## config.mk

```make
export PLATFORM = sky130hd
export DESIGN_NAME = rfa_wb_arbiter_flat
export DESIGN_NICKNAME = d
export VERILOG_FILES = /design/src/rtl/rfa_wb_arbiter_if.sv /design/src/rtl/rfa_wb_arbiter.sv /design/src/flat_wrapper.sv
export SDC_FILE = /design/constraint.sdc
export NUM_CORES = 1
export LEC_CHECK = 0
export ABC_AREA = 1
export CORE_UTILIZATION = 50
export DETAILED_ROUTE_END_ITERATION = 10
export PLACE_DENSITY = 0.8
export SYNTH_ARGS = -nofsm -noshare
export SYNTH_HDL_FRONTEND = slang
export SYNTH_SLANG_ARGS = --single-unit
```

## constraint.sdc

```tcl
create_clock -name clk -period 4.75 [get_ports clk]
set_input_delay 0.95 -clock clk [delete_from_list [all_inputs] [get_ports clk]]
set_output_delay 0.95 -clock clk [all_outputs]
set_load 0.02 [all_outputs]
```

## src/rtl/rfa_wb_arbiter_if.sv

```systemverilog
`default_nettype none
// ============================================================================
//  Module      : rfa_wb_arbiter_if
//  Description : Request/grant bundle between the write-back requesters
//                (VALU issue queues, LSU return path) and rfa_wb_arbiter.
//  Revision    : 1.0 - initial release
// ============================================================================
interface rfa_wb_arbiter_if;
    logic [7:0]  valu_req;
    logic        lsu_req;
    logic [7:0]  valu_serviced;
    logic        lsu_serviced;
    logic [15:0] select_fu;

    // master: requester side; slave: arbiter side
    modport master (
        output valu_req,
        output lsu_req,
        input  valu_serviced,
        input  lsu_serviced,
        input  select_fu
    );

    modport slave (
        input  valu_req,
        input  lsu_req,
        output valu_serviced,
        output lsu_serviced,
        output select_fu
    );
endinterface
`default_nettype wire

```

## src/rtl/rfa_wb_arbiter.sv

```systemverilog
`default_nettype none
// ============================================================================
//  Module      : rfa_wb_arbiter
//  Description : Register-file write-back port arbiter. Round-robin over the
//                eight VALU queues, fixed LSU priority, one-hot registered
//                grants. Optional starvation guard: RFA_STARVE_GUARD_EN.
//  Revision    : 1.0 - initial release
// ============================================================================
module rfa_wb_arbiter #(
    parameter int STARVE_LIMIT = 4,
    parameter int AGE_W        = 3
) (
    input  wire logic       clk,
    input  wire logic       rst,
    rfa_wb_arbiter_if.slave bus
);

    logic [7:0] r_valu_serviced;
    logic       r_lsu_serviced;
    logic [2:0] r_ptr;

    logic [7:0] w_elig;
    logic [7:0] w_valu_pick;
    logic [7:0] w_valu_grant;
    logic       w_lsu_grant;
    logic [2:0] w_grant_idx;

    // First set bit at or above ptr, wrapping 7->0; returns one-hot or zero.
    function automatic logic [7:0] rr_pick(input logic [7:0] req, input logic [2:0] ptr);
        logic [7:0] grant;
        logic [2:0] idx;
        grant = '0;
        for (int k = 0; k < 8; k++) begin
            idx = ptr + 3'(k);
            if (req[idx] && (grant == '0)) begin
                grant[idx] = 1'b1;
            end
        end
        return grant;
    endfunction

    // A queue granted last cycle still shows the granted entry as valid.
    assign w_elig      = bus.valu_req & ~r_valu_serviced;
    assign w_valu_pick = rr_pick(w_elig, r_ptr);

`ifdef RFA_STARVE_GUARD_EN
    localparam logic [AGE_W-1:0] c_starve_limit = AGE_W'(STARVE_LIMIT);
    localparam logic [AGE_W-1:0] c_age_max      = '1;

    logic [AGE_W-1:0] r_age [8];
    logic [7:0]       w_starved;
    logic [7:0]       w_starved_pick;

    always_comb begin
        w_starved = '0;
        for (int i = 0; i < 8; i++) begin
            w_starved[i] = w_elig[i] && (r_age[i] >= c_starve_limit);
        end
    end

    assign w_starved_pick = rr_pick(w_starved, r_ptr);

    always_comb begin
        w_valu_grant = '0;
        w_lsu_grant  = 1'b0;
        if (|w_starved) begin
            w_valu_grant = w_starved_pick;
        end else if (bus.lsu_req) begin
            w_lsu_grant = 1'b1;
        end else begin
            w_valu_grant = w_valu_pick;
        end
    end

    always_ff @(posedge clk) begin
        if (rst) begin
            for (int i = 0; i < 8; i++) begin
                r_age[i] <= '0;
            end
        end else begin
            for (int i = 0; i < 8; i++) begin
                if (!bus.valu_req[i] || w_valu_grant[i]) begin
                    r_age[i] <= '0;
                end else if (!r_valu_serviced[i] && (r_age[i] != c_age_max)) begin
                    r_age[i] <= r_age[i] + AGE_W'(1);
                end
            end
        end
    end
`else
    // Age parameters are accepted for a uniform instantiation but unused here.
    if ((STARVE_LIMIT < 1) || (AGE_W < 1)) begin : g_unused_cfg
    end

    always_comb begin
        w_valu_grant = '0;
        w_lsu_grant  = 1'b0;
        if (bus.lsu_req) begin
            w_lsu_grant = 1'b1;
        end else begin
            w_valu_grant = w_valu_pick;
        end
    end
`endif

    always_comb begin
        w_grant_idx = '0;
        for (int i = 0; i < 8; i++) begin
            if (w_valu_grant[i]) begin
                w_grant_idx = 3'(i);
            end
        end
    end

    always_ff @(posedge clk) begin
        if (rst) begin
            r_valu_serviced <= '0;
            r_lsu_serviced  <= 1'b0;
            r_ptr           <= '0;
        end else begin
            r_valu_serviced <= w_valu_grant;
            r_lsu_serviced  <= w_lsu_grant;
            if (|w_valu_grant) begin
                r_ptr <= w_grant_idx + 3'd1;
            end
        end
    end

    assign bus.valu_serviced = r_valu_serviced;
    assign bus.lsu_serviced  = r_lsu_serviced;
    assign bus.select_fu     = {7'b0, r_lsu_serviced, r_valu_serviced};

endmodule
`default_nettype wire

```

## src/flat_wrapper.sv

```systemverilog
// flat-port wrapper written by rule: the top's interface ports become plain ports
module rfa_wb_arbiter_flat 
#(
    parameter int STARVE_LIMIT = 4,
    parameter int AGE_W        = 3
)
  (clk, rst, bus_valu_req, bus_lsu_req, bus_valu_serviced, bus_lsu_serviced, bus_select_fu);
  rfa_wb_arbiter_if bus_i ();
  input  wire logic clk;
  input  wire logic rst;
  input wire logic [$bits(bus_i.valu_req)-1:0] bus_valu_req;
  input wire logic [$bits(bus_i.lsu_req)-1:0] bus_lsu_req;
  output wire logic [$bits(bus_i.valu_serviced)-1:0] bus_valu_serviced;
  output wire logic [$bits(bus_i.lsu_serviced)-1:0] bus_lsu_serviced;
  output wire logic [$bits(bus_i.select_fu)-1:0] bus_select_fu;
  assign bus_i.valu_req = bus_valu_req;
  assign bus_i.lsu_req = bus_lsu_req;
  assign bus_valu_serviced = bus_i.valu_serviced;
  assign bus_lsu_serviced = bus_i.lsu_serviced;
  assign bus_select_fu = bus_i.select_fu;
  rfa_wb_arbiter #(.STARVE_LIMIT(STARVE_LIMIT), .AGE_W(AGE_W)) u_core (.clk(clk), .rst(rst), .bus(bus_i));
endmodule
```

==> impl_metrics.ini, run 1 <==
[floorplanning]
floorplan.die.width_um = 70.0
std_cell_rows = 24
boundaryPins = 36
fp.dieH_um = 70.0
initial_utilization_pct = 52.4

[synth]
yosys.area.top_type = sky130_fd_sc_hd__nand2_1
syn_area_um2 = 2310
synthMostInstantiatedCell = sky130_fd_sc_hd__nand2_1
synth.area.top_cells = sky130_fd_sc_hd__nand2_1, sky130_fd_sc_hd__nand3_1, sky130_fd_sc_hd__dfxtp_1, sky130_fd_sc_hd__inv_1, sky130_fd_sc_hd__nor2_1
synth-seq-cells = 12
synthFlopType = sky130_fd_sc_hd__dfxtp_1
synth_top_area_share_pct = 17.5
yosysSeqAreaShare_pct = 10.4
synth_cell_types = 35
top_cell_types_by_occurrence_after_synthesis = sky130_fd_sc_hd__nand2_1, sky130_fd_sc_hd__nand3_1, sky130_fd_sc_hd__inv_1, sky130_fd_sc_hd__nor2_1
yosysWarnings = 0
synth-edff-count = 0
synthesis.area_per_instance_um2 = 5.65
postSynthCellCount = 410
async_set_or_reset_register_ratio_after_synthesis_pct = 0

[outcome]
stop_stage = global routing
status = did not finish
error_line = [ERROR DPL-0038] Utilization greater than 100%, impossible to legalize

[placement]
sum_of_net_half_perimeters_after_detailed_placement_um = 6460
gpl.final_weighted_congestion = 1.06
io_buffers = 28
detailedPlace.worstSlack_ps = -1310
post-place-cells = 575

[clock_tree]
clk_path_buf_depth = 2
cts_hold_buffers = 0
tritoncts.num_buffers = 3
cts-root-buf = sky130_fd_sc_hd__clkbuf_8
h-tree-depth = 1
cts.sinks = 12

[global_route]
pin_count_of_the_biggest_net_entering_global_routing = 18
## kinds of logic after synthesis
group | count (synthesis) | share of synthesized area, %
compound gates | 23 | 6.00
fa+ha+maj | 7 | 3.78
buf+inv | 81 | 17.2
flops | 12 | 10.4
other cells | 1 | 0.162
simple gates | 286 | 62.5
## timing repair
| item | in CTS |
|---|---|
| pin swaps | 54 |
| endpoints found under the hold margin | 0 |
| cloned | 3 |
| setup endpoints to repair | 11 |
| buffers inserted | 35 |
| resized for setup | 157 |
## stage by stage
step                      util (%)  instance area [µm²]
after floorplan                  -                 2450
after global placement        76.8                 3390
after detailed placement      76.8                 3390
after CTS                     94.9                 4190
==> run 2, diff against run 1 <==
Settings changed: CORE_UTILIZATION 50 to 35, PLACE_DENSITY 0.8 to default, PLACE_DENSITY_LB_ADDON from default to 0.15.
Clock period 4.75 ns to 6.2 ns, I/O delays scaled along.
==> impl_metrics.ini, run 2 <==
[outcome]
status = finished, final reports clean

[synth]
synth-edff-count = 0
yosysWarnings = 0
synthMostInstantiatedCell = sky130_fd_sc_hd__nand2_1
async_set_or_reset_register_ratio_after_synthesis_pct = 0
postSynthCellCount = 410
yosys.area.top_type = sky130_fd_sc_hd__nand2_1
top_cell_types_by_occurrence_after_synthesis = sky130_fd_sc_hd__nand2_1, sky130_fd_sc_hd__nand3_1, sky130_fd_sc_hd__inv_1, sky130_fd_sc_hd__nor2_1
synthesis.area_per_instance_um2 = 5.65
synthFlopType = sky130_fd_sc_hd__dfxtp_1
synth_cell_types = 35
syn_area_um2 = 2310
synth-seq-cells = 12
synth_top_area_share_pct = 17.5
synth.area.top_cells = sky130_fd_sc_hd__nand2_1, sky130_fd_sc_hd__nand3_1, sky130_fd_sc_hd__dfxtp_1, sky130_fd_sc_hd__inv_1, sky130_fd_sc_hd__nor2_1
yosysSeqAreaShare_pct = 10.4

[worst_hold_path]
worst_hold_path_type = reg2reg
holdPathStages = 3

[floorplanning]
floorplan.core_area_um2 = 6350
std_cell_rows = 29
initial_utilization_pct = 36.5
floorplan.die_area_um2 = 6940
boundaryPins = 36
fp.dieH_um = 83.3
floorplan.die.width_um = 83.3

[global_route]
via_count_of_the_first_global_routing_pass = 2397
number_of_antenna_violations_at_the_first_check_in_global_routing = 0
grtUsageTotal_pct = 19.9
pin_count_of_the_biggest_net_entering_global_routing = 19
first_pass_grt_wire_length_um = 11300
grt_overflow = 0

[sta]
period_share_pct = 93.9
finalHoldViolCount = 0
finalHoldWorstSlack_ps = 685
fin_skew_ps = 0.553
finalCriticalPeriod_ps = 5820
setup_violating_endpoint_count_in_the_final_report = 0
max_freq_mhz = 172
max_slew.worst_pin.slew_ps = 718
maxSlewHeadroom_pct = 52.0
slew_viol_final = 0

[setup_path]
critPathArrivalTime_ps = 5960
crit_path_start_kind = input port
cpMostUsedCell = sky130_fd_sc_hd__nand2_1
cp_max_fo = 8
criticalPathCategory = in2reg
critical_path.max_stage_delay_ps = 250
r2r.worst_path.cells = 46
timing.critical_path.to_type = flop
slowest_stage = sky130_fd_sc_hd__a31o_2
required_ps = 6340

[route]
wl_um = 7940
dr_total_vias = 2830
routed_wire_length_per_instance_um = 13.9
route.antenna.remaining_nets = 0
drcViolationCount = 0
drtPass1Iterations = 4
initial_drt_markers = 156
route.detailed.vias_per_inst = 4.95

[final_layout]
largest_register_ff_count = 8
area_growth_pct = 50.1
layout_commonest_cell = sky130_fd_sc_hd__nand2_1
layout-drive-gt1-share_pct = 40.2
num_antenna_cells = 0
fillCellCount = 627
final_design_area_no_fill_um2 = 3470
layout_common_cells = sky130_fd_sc_hd__nand2_1, sky130_fd_sc_hd__buf_4, sky130_fd_sc_hd__inv_1
numnets_final = 514

[placement]
sum_of_net_half_perimeters_after_detailed_placement_um = 5880
io_buffers = 28
postPlaceCellArea_um2 = 2990
gpl.final_weighted_congestion = 0.917

[clock_tree]
tritoncts.num_buffers = 3
worst_skew_pair.late_latency_ps = 240
cts_tree = built
clkSlewWorstSetupHoldPaths_ps = 50
cts_hold_buffers = 0
h-tree-depth = 1
clk_path_buf_depth = 2
cts.sinks = 12
cts-root-buf = sky130_fd_sc_hd__clkbuf_8

[job]
cap_violations = 0
## run 2: worst paths after layout
| check | from | slack (ps) | to |
|---|---|---|---|
| max reg2reg | u_core.r_ptr[0]$_SDFFE_PP0P_ | 420 | u_core.r_ptr[2]$_SDFFE_PP0P_ |
| min | u_core.r_ptr[1]$_SDFFE_PP0P_ | 680 | u_core.r_ptr[1]$_SDFFE_PP0P_ |
| min reg2reg | u_core.r_ptr[1]$_SDFFE_PP0P_ | 680 | u_core.r_ptr[1]$_SDFFE_PP0P_ |
| max | bus_valu_req[6] | 380 | u_core.r_ptr[2]$_SDFFE_PP0P_ |
## run 2: final cells by class
cell class,count,area [µm²],share of cell area [%]
Multi-Input combinational cell,325,2040,58.7
Timing Repair Buffer,97,818,23.6
Sequential cell,12,240,6.92
Inverter,57,224,6.45
Tap cell,77,96.3,2.77
Clock buffer,4,55.1,1.59
## run 2: cells by family (layout without fill, tap and decap cells)
family	Yosys count	count (layout)	synth area share, %
adder cells (fa/ha/maj)	7	7	3.78
AO/OA/AOI/OAI	23	23	6.00
AND/OR/NAND/NOR	286	288	62.5
buffers and inverters	81	158	17.2
flip-flops	12	12	10.4
other	1	7	0.162
## run 2: what timing repair did
item / CTS / global route
setup endpoints to repair: 0 / 4
setup buffers: 0 / 9
gates resized for setup: 0 / 92
## run 2: per-stage QoR
step	cells	worst slack (ps)	utilization (%)	setup TNS, ps
3_5_place_dp	557	-74.8	47.1	-131
5_1_grt	572	-17.9	54.7	-17.9
2_1_floorplan	416	816	-	0
4_1_cts	561	137	48.0	0
6_report	572	377	54.7	0
3_3_place_gp	557	-72.9	47.1	-132
## run 2: worst max-delay path: cells and delay by family
kind | cells | cell delay, ps
adders and majority gates | 1 | 180
and+or+nand+nor | 40 | 3640
AOI/OAI and AO/OA | 2 | 410
buffers and inverters | 4 | 470
## run 2: routing by layer
layer	global-route usage, %	up-vias	share of wire, %
met5	0	-	0
met4	2.82	0	2.2
met3	1.89	15	3.4
met2	32.1	65	47
met1	29.1	1297	48
li1	-	1453	-
Power of run 2 is not shown: default switching activity piles up to over one toggle a cycle in this logic, so the estimate is an artifact.
